$ cat config.mk
export PLATFORM = sky130hd
export DESIGN_NAME = lector_destinos_flat
export DESIGN_NICKNAME = d
export VERILOG_FILES = /design/src/rtl/lector_destinos_if.sv /design/src/rtl/lector_destinos.sv /design/src/flat_wrapper.sv
export SDC_FILE = /design/constraint.sdc
export NUM_CORES = 1
export LEC_CHECK = 0
export CORE_UTILIZATION = 32
export CTS_CLUSTER_DIAMETER = 120
export CTS_CLUSTER_SIZE = 30
export DETAILED_ROUTE_END_ITERATION = 8
export HOLD_SLACK_MARGIN = 0.03
export PLACE_DENSITY = 0.66
export SLEW_MARGIN = 15
export SYNTH_ARGS = -nofsm -noshare
export SYNTH_HDL_FRONTEND = slang
export SYNTH_SLANG_ARGS = --single-unit
$ cat constraint.sdc
create_clock -name clk -period 2.1 [get_ports clk]
set_input_delay 0.21 -clock clk [delete_from_list [all_inputs] [get_ports clk]]
set_output_delay 0.21 -clock clk [all_outputs]
set_load 0.03 [all_outputs]
$ cat src/rtl/lector_destinos_if.sv
// Destination-FIFO read bus for lector_destinos.
// Groups the D0/D1 pop handshake, the tagged output stream and the counter readout port.
interface lector_destinos_if #(
  parameter int BITNUMBER = 8,
  parameter int CNT_WIDTH = 5
);
  logic                 D0_can_pop;
  logic                 D1_can_pop;
  logic [BITNUMBER-1:0] D0_data_in;
  logic [BITNUMBER-1:0] D1_data_in;
  logic                 pop_D0;
  logic                 pop_D1;
  logic [BITNUMBER-1:0] data_out;
  logic                 dest_out;
  logic                 valid_out;
  logic                 req;
  logic [1:0]           idx;
  logic [CNT_WIDTH-1:0] count_out;
  logic                 count_valid;

  // master: the reader (lector_destinos); slave: the FIFOs and the consumer of the stream
  modport master (
    input  D0_can_pop, D1_can_pop, D0_data_in, D1_data_in, req, idx,
    output pop_D0, pop_D1, data_out, dest_out, valid_out, count_out, count_valid
  );

  modport slave (
    output D0_can_pop, D1_can_pop, D0_data_in, D1_data_in, req, idx,
    input  pop_D0, pop_D1, data_out, dest_out, valid_out, count_out, count_valid
  );
endinterface

$ cat src/rtl/lector_destinos.sv
// Round-robin reader of destination FIFOs D0/D1 with tagged output stream and word counters.
// Optional macro DEST_CHECK_EN: checks bit 4 of each popped word against its source FIFO (sticky err).
module lector_destinos #(
  parameter int BITNUMBER = 8,
  parameter int CNT_WIDTH = 5
) (
  input  logic              clk,
  input  logic              reset,
  input  logic              init,
  lector_destinos_if.master bus,
  output logic              idle,
  output logic              err
);

  typedef enum logic [1:0] {
    ST_INIT   = 2'd0,
    ST_IDLE   = 2'd1,
    ST_ACTIVE = 2'd2
  } state_t;

  state_t               state;
  logic                 rr_ptr;
  logic [CNT_WIDTH-1:0] cnt_d0;
  logic [CNT_WIDTH-1:0] cnt_d1;
  logic [CNT_WIDTH-1:0] cnt_t;

  logic                 any_pending;
  logic                 pop_ok;
  logic                 contested;
  logic                 pop_d0;
  logic                 pop_d1;
  logic                 pop_any;
  logic [BITNUMBER-1:0] word_p0;

  logic [BITNUMBER-1:0] data_p1;
  logic                 dest_p1;
  logic                 vld_p1;
  logic [CNT_WIDTH-1:0] count_p1;
  logic                 count_vld_p1;

  function automatic logic [CNT_WIDTH-1:0] wrap_inc(input logic [CNT_WIDTH-1:0] v);
    return v + CNT_WIDTH'(1);
  endfunction

  function automatic logic [CNT_WIDTH-1:0] select_count(
    input logic [1:0]           sel,
    input logic [CNT_WIDTH-1:0] c0,
    input logic [CNT_WIDTH-1:0] c1,
    input logic [CNT_WIDTH-1:0] ct
  );
    logic [CNT_WIDTH-1:0] r;
    case (sel)
      2'd0:    r = c0;
      2'd1:    r = c1;
      2'd2:    r = ct;
      default: r = '0;
    endcase
    return r;
  endfunction

  // Stage p0: combinational arbitration; init suppresses pops in its own cycle
  assign any_pending = bus.D0_can_pop | bus.D1_can_pop;
  assign pop_ok      = (state == ST_ACTIVE) && !init;
  assign contested   = pop_ok && bus.D0_can_pop && bus.D1_can_pop;
  assign pop_d0      = pop_ok && bus.D0_can_pop && (!bus.D1_can_pop || !rr_ptr);
  assign pop_d1      = pop_ok && bus.D1_can_pop && (!bus.D0_can_pop ||  rr_ptr);
  assign pop_any     = pop_d0 | pop_d1;
  assign word_p0     = pop_d1 ? bus.D1_data_in : bus.D0_data_in;

  assign bus.pop_D0  = pop_d0;
  assign bus.pop_D1  = pop_d1;

  always_ff @(posedge clk or negedge reset) begin
    if (!reset) begin
      state <= ST_INIT;
      idle  <= 1'b0;
    end else if (init) begin
      state <= ST_INIT;
      idle  <= 1'b0;
    end else begin
      case (state)
        ST_INIT: begin
          state <= ST_IDLE;
          idle  <= 1'b1;
        end
        ST_IDLE: begin
          if (any_pending) begin
            state <= ST_ACTIVE;
            idle  <= 1'b0;
          end else begin
            idle  <= 1'b1;
          end
        end
        ST_ACTIVE: begin
          if (!any_pending) begin
            state <= ST_IDLE;
            idle  <= 1'b1;
          end else begin
            idle  <= 1'b0;
          end
        end
        default: begin
          state <= ST_INIT;
          idle  <= 1'b0;
        end
      endcase
    end
  end

  // Pointer flips only when both FIFOs competed; counters clear on init and throughout INIT
  always_ff @(posedge clk or negedge reset) begin
    if (!reset) begin
      rr_ptr <= 1'b0;
      cnt_d0 <= '0;
      cnt_d1 <= '0;
      cnt_t  <= '0;
    end else if (init || (state == ST_INIT)) begin
      rr_ptr <= 1'b0;
      cnt_d0 <= '0;
      cnt_d1 <= '0;
      cnt_t  <= '0;
    end else begin
      if (contested) rr_ptr <= ~rr_ptr;
      if (pop_d0)    cnt_d0 <= wrap_inc(cnt_d0);
      if (pop_d1)    cnt_d1 <= wrap_inc(cnt_d1);
      if (pop_any)   cnt_t  <= wrap_inc(cnt_t);
    end
  end

  // Stage p1: captured word and counter readout, valid for exactly one cycle
  always_ff @(posedge clk or negedge reset) begin
    if (!reset) begin
      data_p1      <= '0;
      dest_p1      <= 1'b0;
      vld_p1       <= 1'b0;
      count_p1     <= '0;
      count_vld_p1 <= 1'b0;
    end else begin
      vld_p1       <= pop_any;
      count_vld_p1 <= bus.req;
      if (pop_any) begin
        data_p1 <= word_p0;
        dest_p1 <= pop_d1;
      end
      if (bus.req) count_p1 <= select_count(bus.idx, cnt_d0, cnt_d1, cnt_t);
    end
  end

  assign bus.data_out    = data_p1;
  assign bus.dest_out    = dest_p1;
  assign bus.valid_out   = vld_p1;
  assign bus.count_out   = count_p1;
  assign bus.count_valid = count_vld_p1;

`ifdef DEST_CHECK_EN
  function automatic logic tag_mismatch(input logic [BITNUMBER-1:0] w, input logic src);
    return w[4] != src;
  endfunction

  logic err_p1;

  always_ff @(posedge clk or negedge reset) begin
    if (!reset) begin
      err_p1 <= 1'b0;
    end else if (init) begin
      err_p1 <= 1'b0;
    end else if (pop_any && tag_mismatch(word_p0, pop_d1)) begin
      err_p1 <= 1'b1;
    end
  end

  assign err = err_p1;
`else
  assign err = 1'b0;
`endif

endmodule

$ cat src/flat_wrapper.sv
// flat-port wrapper written by rule: the top's interface ports become plain ports
module lector_destinos_flat 
#(
  parameter int BITNUMBER = 8,
  parameter int CNT_WIDTH = 5
)
  (clk, reset, init, idle, err, bus_D0_can_pop, bus_D1_can_pop, bus_D0_data_in, bus_D1_data_in, bus_req, bus_idx, bus_pop_D0, bus_pop_D1, bus_data_out, bus_dest_out, bus_valid_out, bus_count_out, bus_count_valid);
  lector_destinos_if #(.BITNUMBER(BITNUMBER), .CNT_WIDTH(CNT_WIDTH)) bus_i ();
  input  logic clk;
  input  logic reset;
  input  logic init;
  output logic idle;
  output logic err;
  input wire logic [$bits(bus_i.D0_can_pop)-1:0] bus_D0_can_pop;
  input wire logic [$bits(bus_i.D1_can_pop)-1:0] bus_D1_can_pop;
  input wire logic [$bits(bus_i.D0_data_in)-1:0] bus_D0_data_in;
  input wire logic [$bits(bus_i.D1_data_in)-1:0] bus_D1_data_in;
  input wire logic [$bits(bus_i.req)-1:0] bus_req;
  input wire logic [$bits(bus_i.idx)-1:0] bus_idx;
  output wire logic [$bits(bus_i.pop_D0)-1:0] bus_pop_D0;
  output wire logic [$bits(bus_i.pop_D1)-1:0] bus_pop_D1;
  output wire logic [$bits(bus_i.data_out)-1:0] bus_data_out;
  output wire logic [$bits(bus_i.dest_out)-1:0] bus_dest_out;
  output wire logic [$bits(bus_i.valid_out)-1:0] bus_valid_out;
  output wire logic [$bits(bus_i.count_out)-1:0] bus_count_out;
  output wire logic [$bits(bus_i.count_valid)-1:0] bus_count_valid;
  assign bus_i.D0_can_pop = bus_D0_can_pop;
  assign bus_i.D1_can_pop = bus_D1_can_pop;
  assign bus_i.D0_data_in = bus_D0_data_in;
  assign bus_i.D1_data_in = bus_D1_data_in;
  assign bus_i.req = bus_req;
  assign bus_i.idx = bus_idx;
  assign bus_pop_D0 = bus_i.pop_D0;
  assign bus_pop_D1 = bus_i.pop_D1;
  assign bus_data_out = bus_i.data_out;
  assign bus_dest_out = bus_i.dest_out;
  assign bus_valid_out = bus_i.valid_out;
  assign bus_count_out = bus_i.count_out;
  assign bus_count_valid = bus_i.count_valid;
  lector_destinos #(.BITNUMBER(BITNUMBER), .CNT_WIDTH(CNT_WIDTH)) u_core (.clk(clk), .reset(reset), .init(init), .bus(bus_i), .idle(idle), .err(err));
endmodule
; ---- Yosys cells after proc, flatten, opt, wreduce, memory -nomap -nowiden
; Index checks and enable logic that the tools add are counted.
[totals]
regBits = 35
inputBits = 24
out_inout_bits = 20
elab_cells = 61
[op_classes]
add_sub_neg = 3
eq_ne = 6
mux = 17
n_bitwise = 3
n_reduce_logical = 21
[op_table]
columns = op, n
row1 = 5-bit 2-to-1 mux, 6
row2 = 5-bit by 1-bit adder with 5-bit output (second input constant), 3
row3 = 5-bit case mux with 3 select lines, 1
row4 = 8-bit 2-to-1 mux, 1
row5 = 2-bit nonzero test, 4
row6 = 1-bit logical AND, 6
row7 = 2-bit 2-to-1 mux, 3
row8 = 2-bit case mux with 3 select lines, 1
row9 = 2-bit by 1-bit equality test with 1-bit output (second input constant), 2
row10 = 2-bit equality test (second input constant), 2
row11 = 1-bit zero test, 4
row12 = 2-bit zero test, 2
row13 = 1-bit 2-to-1 mux, 4
row14 = 1-bit logical OR, 3
row15 = 3-bit by 2-bit inequality test with 1-bit output (second input constant), 1
row16 = 3-bit inequality test (second input constant), 1
row17 = 1-bit bitwise OR, 2
row18 = 1-bit case mux with 2 select lines, 1
row19 = 2-bit AND reduction, 1
row20 = 2-bit OR reduction, 1
row21 = 1-bit inverter, 1

; ---- Longest topological paths before layout
[logic_depth]
word_depth = 7
depth_mapped = 7
mapped_depth_nobuf = 5

; ---- Worst setup path after synthesis
; No wires, ideal clock.
[synth_path]
path_type = register to register
startpoint = register u_core.state[0]
endpoint = register u_core.cnt_d1[0]
t_arrival_ns = 2.012
required_time_ns = 1.928
slack_ns = -0.084
stages_incl_launch_ff = 7
path_cell_list = dfrtp_1 -> inv_1 -> ha_1 -> nand2b_2 -> buf_6 -> nor3_1 -> o21ai_0
[synth_via]
elab_chain_len = 5
word_cells_on_any_way = 8
[synth_rtl]
columns = item, line
row1 = "start, declared", lector_destinos.sv:21  ; state_t state;
row2 = "start signal, assigned", lector_destinos.sv:75  ; state <= ST_INIT;
row3 = "start signal, assigned", lector_destinos.sv:78  ; state <= ST_INIT;
row4 = "start signal, assigned", lector_destinos.sv:83  ; state <= ST_IDLE;
row5 = 2-bit equality test, lector_destinos.sv:63  ; assign pop_ok = (state == ST_ACTIVE) && !init;
row6 = 1-bit logical AND, lector_destinos.sv:63
row7 = 1-bit logical AND (2 in series), lector_destinos.sv:66  ; assign pop_d1 = pop_ok && bus.D1_can_pop && (!bus.D0_can_pop || rr_ptr);
row8 = named net bus_pop_D1, flat_wrapper.sv:21  ; output wire logic [$bits(bus_i.pop_D1)-1:0] bus_pop_D1;
row9 = 2-bit nonzero test (no source line), n/a
row10 = "end signal, assigned", lector_destinos.sv:125  ; if (pop_d1) cnt_d1 <= wrap_inc(cnt_d1);
row11 = "end, declared", lector_destinos.sv:24  ; logic [CNT_WIDTH-1:0] cnt_d1;
; The timed path passes the listed nets, and every way through them passes these cells.
; A chain may end at the register's enable or synchronous reset.

; ---- Worst setup path after layout
[layout_path]
startpoint = register u_core.state[0]
endpoint = output bus_pop_D0
[layout_via]
elab_chain_len = 4
[layout_rtl]
columns = item, line
row1 = 2-bit equality test, lector_destinos.sv:63
row2 = 1-bit logical AND, lector_destinos.sv:63
row3 = 1-bit logical AND (2 in series), lector_destinos.sv:65  ; assign pop_d0 = pop_ok && bus.D0_can_pop && (!bus.D1_can_pop || !rr_ptr);
row4 = "end, declared", flat_wrapper.sv:20  ; output wire logic [$bits(bus_i.pop_D0)-1:0] bus_pop_D0;
; Every way passes these cells.

==> results.json <==
{
  "clkPwrFrac_pct": 26.1,
  "ir_worst_vdd_mv": 0.4904,
  "fill_cells": 542,
  "worst_slew_pin_slew_ns": 0.5198,
  "critical_path_arrival_ns": 1.77,
  "path_cells": "inv_1, ha_1, buf_4, nor2b_1, and3_2, buf_4",
  "p_seq_share_pct": 36.3,
  "finalSetupViolCount": 0,
  "max_stage_delay_ns": 0.42,
  "gp_congestion": 0.7680,
  "initial_core_util_pct": 33.51,
  "seqCellArea_um2": 875.8,
  "synthXorXnorAreaFrac_pct": 0.4689,
  "synth_seq_cells": 35,
  "synth_top_cell_by_area": "dfrtp_1",
  "cp_max_fo": 6,
  "drtPass1Iterations": 4,
  "wire_per_inst_um": 14.88,
  "synthAdderAreaFrac_pct": 4.689,
  "fin_hold_ws_ns": 0.3270,
  "multi_input_area_um2": 918.4,
  "cap_viol_max_count": 0,
  "synth_top_family_by_area": "compound AO/OA/AOI/OAI gates",
  "synth-simple-area-share_pct": 18.75,
  "drt_wl_total_um": 4642,
  "hold_path_class": "input port to async pin",
  "drtAntennaViolNets": 0,
  "p_comb_share_pct": 37.6,
  "hold_viol": 0,
  "pin_count": 44,
  "diodes": 0,
  "p_per_area_mw_per_mm2": 960.4,
  "ys_types": 31,
  "grt_max_degree": 36,
  "clkTransAtPathRegs_ns": 0.08,
  "grt_pass1_vias": 1638,
  "grt_antenna_before_repair": 0,
  "holdBufCountCts": 0,
  "final_max_slew_viol_count": 0,
  "min_period_ns": 1.975,
  "period_share_pct": 94.06,
  "rr_worst_depth": 5,
  "area_growth_syn_to_layout_pct": 33.15,
  "grt_usage_pct": 16.00,
  "rows": 27,
  "grt_pass1_wl_um": 7569,
  "clk_latency_ns": 0.30,
  "setup_slack_ns": 0.1248,
  "drc": 0,
  "syn-cell-area_mm2": 0.001868,
  "cts_buffer_depth": 2,
  "postLayoutCoreUtil_pct": 44.62,
  "p_total_mw": 2.389,
  "drt_iter0_drc": 78,
  "fin_nets": 270,
  "skew_ns": 0.004836,
  "cp.required_ns": 1.89,
  "synth_warnings": 0,
  "p_leak_nw": 1.011,
  "syn_nets": 228,
  "p_int_mw": 1.519,
  "synth_mux_area_share_pct": 4.823,
  "placed_cells": 304,
  "viasPerCell": 5.356,
  "max_slew_margin_pct": 65.27,
  "p_sw_uw": 870.1,
  "worstSetupEndpointType": "primary output",
  "start_kind": "flop",
  "htreeDepth": 2,
  "switching_share_pct": 36.42,
  "crit_type": "flop to primary output",
  "cts_resized": 0,
  "ys_seq_area_share_pct": 46.89,
  "fp.dieW_um": 78.41,
  "status": "complete, no violations",
  "cts_tree": "built",
  "grt_overflow": 0,
  "io_buffer_count": 42,
  "dieArea_mm2": 0.006147,
  "synth_compound_area_share_pct": 19.29,
  "yosysTopAreaCellShare_pct": 46.89,
  "crit_top_cell": "buf_4",
  "post-dp-hpwl_um": 3187,
  "cts_buffers": 5,
  "drive_above_1_share_pct": 10.00,
  "postCtsSetupRepairBufs": 0,
  "cp_slowest_cell": "dfrtp_1",
  "fp.coreArea_mm2": 0.005574,
  "fp.dieH_um": 78.41,
  "synth_top_cells_by_area": "dfrtp_1 47%, a21oi_1 6.7%, mux2i_1 4.8%",
  "finalNonFillerCells": 312,
  "pre_cts_slack_ns": 0.1730,
  "clock-root-buffer": "clkbuf_8",
  "fmax_mhz": 506.3,
  "rsz0062_at_grt": "true",
  "syn_inst": 197,
  "vias": 1671,
  "avgSynthCellArea_um2": 9.482,
  "cts.sinks": 35
}
==> power groups by stage <==
stage / Clock [mW] / Combinational, mW / Sequential (mW)
finish: 0.623 / 0.898 / 0.868
global route: 0.667 / 0.971 / 0.882
CTS: 0.636 / 0.899 / 0.868
detailed placement: 0 / 0.897 / 0.881
global placement: 0 / 0.887 / 0.882
floorplan: 0 / 0.334 / 1.08
==> stage by stage <==
step | area, um^2 | setup TNS, ns
6_report | 2487 | 0
5_1_grt | 2487 | -0.01236
4_1_cts | 2475 | 0
3_5_place_dp | 2362 | 0
3_3_place_gp | 2362 | 0
2_1_floorplan | 1873 | 0
==> cells in the mapped netlist, drive strengths merged <==
library cell  count
nor2b             3
nand4             7
dfrtp            35
nand2             9
a2bb2oi           5
o21ai            13
nor3              5
conb              1
a21oi            25
or4               8
and3              2
clkbuf            9
and2              1
or3               2
inv               4
nand2b            3
xor2              1
or2               2
mux2i             9
a2111oi           1
ha                7
nor2              9
o31ai             9
or4b              1
a31oi             8
nand3            12
buf               6
==> path summary, 6_finish.rpt <==
| path | startpoint | end | slack (ns) |
|---|---|---|---|
| max | u_core.state[0] | bus_pop_D0 | 0.12 |
| min | reset | u_core.bus.count_out[2] | 0.33 |
| max reg2reg | u_core.state[0] | u_core.state[1] | 0.38 |
| min reg2reg | u_core.bus.count_out[1] | u_core.bus.count_out[1] | 0.53 |
| max in group asynchronous | reset | u_core.bus.data_out[7] | 1.44 |
| min in group clk | bus_D0_data_in[1] | u_core.bus.data_out[1] | 0.50 |
==> cells in the final DEF, fill, tap and decap left out, types with 2 or more instances in the layout <==
cell,netlist,routed
nor2b_1,3,3
buf_4,3,10
dfrtp_1,35,35
or4_1,8,8
mux2i_1,9,9
ha_1,7,7
nor3_1,5,4
nand2b_1,2,2
or3_1,2,2
nand2_1,9,9
inv_1,4,4
nor2_1,9,9
clkdlybuf4s50_1,0,40
nand3_1,12,12
a2bb2oi_1,5,5
a21oi_1,25,25
or2_2,2,2
clkbuf_8,0,5
o31ai_1,9,9
nand4_1,7,7
o21ai_0,13,13
a31oi_1,8,8
==> cell type report <==
type                       count  area share [%]
multi-input combinational    143           36.92
sequential                    35           35.21
timing repair buffer          50           19.11
tap                           72           3.622
clock buffer                   5           2.767
clock inverter                 3           1.761
inverter                       4          0.6036
==> routing by layer <==
layer / GRT usage, % / routed length (um) / up-vias
li1: - / - / 810
met1: 20.16 / 2164 / 818
met2: 26.05 / 2236 / 39
met3: 3.721 / 206 / 4
met4: 7.037 / 34 / 0
met5: 0 / 0 / -
==> sequential cells by signal, summed over array words and instances (netlist names) <==
signal,flops
u_core.idle,1
u_core.bus.valid_out,1
u_core.rr_ptr,1
u_core.cnt_d1,5
u_core.cnt_t,5
u_core.bus.count_out,5
u_core.bus.dest_out,1
u_core.state,2
u_core.bus.data_out,8
u_core.cnt_d0,5
u_core.bus.count_valid,1
==> worst max-delay path: cells and delay by family (launching register included) <==
kind / cells / cell delay (ns)
DFF: 1 / 0.42
adders and majority gates: 1 / 0.23
buffers and inverters: 3 / 0.45
and+or+nand+nor: 2 / 0.38
==> cells by family (layout without fill, tap and decap cells) <==
| kind of cell | count (synthesis) | in the layout |
|---|---|---|
| and+or+nand+nor | 64 | 64 |
| AOI/OAI and AO/OA | 61 | 61 |
| DFF | 35 | 35 |
| buffers and inverters | 19 | 62 |
| muxes | 9 | 9 |
| adders and majority gates | 7 | 7 |
| other | 1 | 1 |
| xor gates and xnor gates | 1 | 1 |
No activity file was read; power rests on OpenSTA's default activity.
